[config.mk]
export PLATFORM = sky130hd
export DESIGN_NAME = vram_arbiter
export DESIGN_NICKNAME = d
export VERILOG_FILES = /design/src/rtl/vram_arbiter.sv
export SDC_FILE = /design/constraint.sdc
export NUM_CORES = 1
export LEC_CHECK = 0
export BUFFER_PORTS_ARGS = -buffer_cell sky130_fd_sc_hd__buf_2
export CAP_MARGIN = 20
export CORE_AREA = 2 2 78 80
export DETAILED_ROUTE_END_ITERATION = 7
export DIE_AREA = 0 0 80 82
export SETUP_SLACK_MARGIN = 0.15
export SYNTH_ARGS = -nofsm -noshare
export SYNTH_HDL_FRONTEND = slang
export SYNTH_SLANG_ARGS = --single-unit
[constraint.sdc]
create_clock -name clk -period 2 [get_ports clk]
set_input_delay 0.4 -clock clk [delete_from_list [all_inputs] [get_ports clk]]
set_output_delay 0.4 -clock clk [all_outputs]
set_load 0.02 [all_outputs]
[src/rtl/vram_arbiter.sv]
// vram_arbiter: round-robin arbiter sharing one VRAM request port between
// master 0 (graphite rasterizer) and master 1 (host/display DMA).
// The granted master's bus is passed through combinationally; the grant is
// held until the slave acks or the master withdraws its request.
// Optional feature: define VRAM_ARB_TIMEOUT_EN to abort a grant after
// TIMEOUT cycles without ack (pulses the master's ack together with err_o).
module vram_arbiter #(
   parameter int unsigned ADDR_W  = 32,
   parameter int unsigned DATA_W  = 16,
   parameter int unsigned TIMEOUT = 255
) (
   input  logic              clk,
   input  logic              reset_i,
   input  logic              m0_sel_i,
   input  logic              m0_wr_i,
   input  logic [3:0]        m0_mask_i,
   input  logic [ADDR_W-1:0] m0_addr_i,
   input  logic [DATA_W-1:0] m0_data_i,
   input  logic              m1_sel_i,
   input  logic              m1_wr_i,
   input  logic [3:0]        m1_mask_i,
   input  logic [ADDR_W-1:0] m1_addr_i,
   input  logic [DATA_W-1:0] m1_data_i,
   output logic              m0_ack_o,
   output logic              m1_ack_o,
   output logic [DATA_W-1:0] m_data_o,
   output logic              vram_sel_o,
   output logic              vram_wr_o,
   output logic [3:0]        vram_mask_o,
   output logic [ADDR_W-1:0] vram_addr_o,
   output logic [DATA_W-1:0] vram_data_out_o,
   input  logic              vram_ack_i,
   input  logic [DATA_W-1:0] vram_data_in_i,
   output logic              busy_o,
   output logic              err_o
);

   typedef enum logic [1:0] {IDLE, GRANT0, GRANT1} state_t;

   state_t state;
   logic   last;
   logic   gsel_c;
   logic   expire_c;

   // The abort counter is 8 bits wide; reject configurations it cannot reach.
   if (TIMEOUT > 255) begin : g_timeout_range
      $error("vram_arbiter: TIMEOUT must fit in 8 bits");
   end

   // Request line of whichever master currently holds the grant.
   always_comb begin
      gsel_c = 1'b0;
      case (state)
         GRANT0:  gsel_c = m0_sel_i;
         GRANT1:  gsel_c = m1_sel_i;
         default: gsel_c = 1'b0;
      endcase
   end

`ifdef VRAM_ARB_TIMEOUT_EN
   logic [7:0] tmo_cnt;

   // Expiry only counts while the master still requests; a same-cycle ack wins.
   assign expire_c = gsel_c & ~vram_ack_i & (tmo_cnt == 8'(TIMEOUT));

   // Cycles spent in the current grant without an ack; zero while idle.
   always_ff @(posedge clk) begin
      if (reset_i) begin
         tmo_cnt <= 8'd0;
      end else if (state == IDLE) begin
         tmo_cnt <= 8'd0;
      end else if (!vram_ack_i) begin
         tmo_cnt <= tmo_cnt + 8'd1;
      end
   end
`else
   assign expire_c = 1'b0;
`endif

   // Grant FSM with round-robin pointer; last = 1 lets m0 win the first tie.
   always_ff @(posedge clk) begin
      if (reset_i) begin
         state <= IDLE;
         last  <= 1'b1;
      end else begin
         case (state)
            IDLE: begin
               if (m0_sel_i && (!m1_sel_i || last)) begin
                  state <= GRANT0;
                  last  <= 1'b0;
               end else if (m1_sel_i) begin
                  state <= GRANT1;
                  last  <= 1'b1;
               end
            end
            GRANT0, GRANT1: begin
               if (vram_ack_i || !gsel_c || expire_c) begin
                  state <= IDLE;
               end
            end
            default: state <= IDLE;
         endcase
      end
   end

   // Slave-side mux and ack routing; everything is zero outside a grant.
   always_comb begin
      vram_sel_o      = 1'b0;
      vram_wr_o       = 1'b0;
      vram_mask_o     = 4'd0;
      vram_addr_o     = '0;
      vram_data_out_o = '0;
      m0_ack_o        = 1'b0;
      m1_ack_o        = 1'b0;
      case (state)
         GRANT0: begin
            vram_sel_o      = m0_sel_i & ~expire_c;
            vram_wr_o       = m0_wr_i;
            vram_mask_o     = m0_mask_i;
            vram_addr_o     = m0_addr_i;
            vram_data_out_o = m0_data_i;
            m0_ack_o        = vram_ack_i | expire_c;
         end
         GRANT1: begin
            vram_sel_o      = m1_sel_i & ~expire_c;
            vram_wr_o       = m1_wr_i;
            vram_mask_o     = m1_mask_i;
            vram_addr_o     = m1_addr_i;
            vram_data_out_o = m1_data_i;
            m1_ack_o        = vram_ack_i | expire_c;
         end
         default: ;
      endcase
   end

   assign m_data_o = vram_data_in_i;
   assign busy_o   = (state != IDLE);
   assign err_o    = expire_c;

endmodule

==> results.sh <==
export IMPL_grt_max_degree=31
export IMPL_power_leakage_nw=1.07
export IMPL_ant_nets=0
export IMPL_hold_path_cell_count=2
export IMPL_start_kind="flip-flop"
export IMPL_drtIter0Drc=58
export IMPL_die_area_um2=6560
export IMPL_ir_drop_uv=384
export IMPL_gr_usage_all_layers=0.125
export IMPL_r2r_slack_ns=0.52
export IMPL_path_max_fanout=15
export IMPL_place_congestion=0.764
export IMPL_hold_viol_final=0
export IMPL_layout_min_cycle_time_ns=1.83
export IMPL_synth_area_leaders="a22oi_1 (35%), nor2b_1 (29%), buf_4 (12%), dfxtp_1 (5.2%), clkbuf_1 (4.9%)"
export IMPL_synth_edf_count=0
export IMPL_die_h_um=82
export IMPL_diodes=0
export IMPL_clk_pin_slew_ns=0.03
export IMPL_core_area_um2=5750
export IMPL_power_mw=0.905
export IMPL_cts_root_buffer="clkbuf_8"
export IMPL_vias=1832
export IMPL_syn_to_final_growth_pct=102
export IMPL_cts_max_level=1
export IMPL_arrival_ns=1.43
export IMPL_holdCritPathClass="in -> reg"
export IMPL_yosysTopAreaCellShare=0.350
export IMPL_ys_warnings_count=0
export IMPL_hold_path_end="last"
export IMPL_hold_start="reset_i"
export IMPL_initial_core_util=0.202
export IMPL_synth_seq_cells=3
export IMPL_drt_drc_violations_left=0
export IMPL_outcome="completed"
export IMPL_crit_required_ns=1.60
export IMPL_slew_viol_final=0
export IMPL_drive_above_1_share=0.683
export IMPL_r2r_end="state[1]"
export IMPL_yosysUniqueCellTypes=22
export IMPL_cts_tree="yes"
export IMPL_yosysTopAreaCell="a22oi_1"
export IMPL_setup_tns_ns=0
export IMPL_fin_ws_ns=0.169
export IMPL_drv_cap=0
export IMPL_p_per_area_nw_per_um2=387
export IMPL_drt_vias_per_instance=4.73
export IMPL_pre_cts_slack_ns=0.272
export IMPL_synth_fp_nets=297
export IMPL_cp_top_family="buffers and inverters"
export IMPL_ys_seq_area_frac=0.0518
export IMPL_rsz0062_at_grt="true"
export IMPL_dieWidth_um=80
export IMPL_end_kind="primary output"
export IMPL_drtPass1Iterations=4
export IMPL_min_period_over_period=0.915
export IMPL_cts_made_buffers=3
export IMPL_async_flop_share=0
export IMPL_holdWs_ns=0.449
export IMPL_clock_latency_ns=0.22
export IMPL_ys_flop_type="dfxtp_1"
export IMPL_fin_worst_skew_ns=0.00410
export IMPL_rr_startpoint="state[1]"
export IMPL_rows=28
export IMPL_slowest_delay_ns=0.36
export IMPL_ff2ff_path_depth=6
export IMPL_routed_wl_um=5370
export IMPL_detailed_place_hpwl_um=3810
export IMPL_fin_nets=443
export IMPL_netlist_instances=167
export IMPL_post_drt_wl_per_cell_um=13.9
export IMPL_worstSetupPathType="reg -> out"
export IMPL_syn_area_um2=1160
export IMPL_antenna_found_initial=0
export IMPL_clock_sinks=3
export IMPL_io_buffer_count=167
export IMPL_fin_util=0.407
export IMPL_hold_buffers=0
export IMPL_crit_chain="inv_4, ha_4, clkbuf_16, a22oi_1, nor2b_1, buf_4"
export IMPL_fmax_mhz=546
export IMPL_postSynthAreaPerCell_um2=6.94
export IMPL_synthTopCellsByCount="a22oi_1 (54), nor2b_1 (54), buf_4 (18)"
export IMPL_crit_buf_inv=3
export IMPL_grt_first_pass_wirelength_um=6780
export IMPL_io_pins=201
export IMPL_grt_ovfl_total=0
export IMPL_crit_slowest_cell="dfxtp_4"
export IMPL_setup_violations=0
export IMPL_grt_pass1_vias=1558
export IMPL_clockBufferDepth=2
[final cells by class]
| class | instances | area [um2] |
|---|---|---|
| fill | 605 | 3400 |
| timing repair buffer | 176 | 1100 |
| multi-input combinational | 126 | 1020 |
| tap | 75 | 93.8 |
| sequential | 3 | 67.6 |
| clock buffer | 4 | 45.0 |
| inverter | 3 | 16.3 |
[stage by stage]
stage	instance area (um2)	cells
floorplan	1160	167
global placement	1980	380
detailed placement	1980	380
CTS	2100	385
global route	2340	387
finish	2340	387
[worst register-to-register path: stages, from the launching register on]
cell	delay [ns]
dfxtp_4	0.36
inv_4	0.05
ha_4	0.29
buf_12	0.15
nand2b_1	0.08
o32a_1	0.18
o32ai_1	0.25
[repair_timing]
item                                    4_1_cts  5_1_grt
hold endpoints to repair                      0        0
pin swaps                                     1        1
resized for setup                            14       62
buffers inserted                              1        0
endpoints found under the setup margin       54       51
gates cloned                                  0        2
[worst max-delay path by stage]
stage,slack [ns],startpoint,cells after the start,endpoint
floorplan,0.16,state[0],5,vram_addr_o[0]
global route,0.1,state[1],6,vram_addr_o[20]
CTS,0.16,state[1],6,vram_addr_o[23]
detailed placement,0.27,state[0],6,vram_addr_o[27]
global placement,0.32,state[0],6,vram_addr_o[29]
finish,0.17,state[1],6,vram_addr_o[4]
[logic make-up (layout without fill, tap and decap cells)]
family / after synthesis / after routing / synth area share
and+or+nand+nor: 62 / 62 / 0.333
AOI/OAI and AO/OA: 60 / 60 / 0.391
buffers and inverters: 38 / 183 / 0.189
adders and majority gates: 3 / 3 / 0.0324
DFF: 3 / 3 / 0.0518
other: 1 / 1 / 0.00324
[sequential cells by signal, summed over array words and instances (netlist names)]
name,flops
state,2
last,1
[cell usage in the layout, fill, tap and decap left out]
| cell type | count |
|---|---|
| o32ai_1 | 2 |
| buf_4 | 35 |
| clkbuf_1 | 1 |
| inv_2 | 1 |
| a21oi_1 | 1 |
| nand2_1 | 1 |
| nor2b_2 | 9 |
| a22oi_1 | 38 |
| nand2b_1 | 2 |
| nor2b_1 | 45 |
| dfxtp_4 | 2 |
| buf_2 | 133 |
| or2_2 | 1 |
| o32a_1 | 1 |
| clkbuf_16 | 2 |
| ha_4 | 3 |
| a31oi_1 | 1 |
| clkbuf_8 | 3 |
| buf_12 | 6 |
| and2_1 | 2 |
| nor2_1 | 1 |
| inv_4 | 2 |
| dfxtp_1 | 1 |
| a211o_1 | 1 |
| a22oi_2 | 16 |
| conb_1 | 1 |
| nand4b_1 | 1 |
[power by group]
group,switching [mW],total [mW],internal (mW)
Sequential,0.00746,0.0736,0.0661
Clock,0.0398,0.176,0.136
Combinational,0.314,0.656,0.342
[per-layer routing]
layer / up-vias / track usage / share of wire / wire, um
met5: - / 0 / 0 / 0
met4: 0 / 0.0220 / 0.00037 / 2
met3: 2 / 0.0220 / 0.080 / 431
met2: 93 / 0.245 / 0.55 / 2930
met1: 860 / 0.141 / 0.37 / 2000
li1: 877 / - / - / -
(Power assumes the default switching activity.)
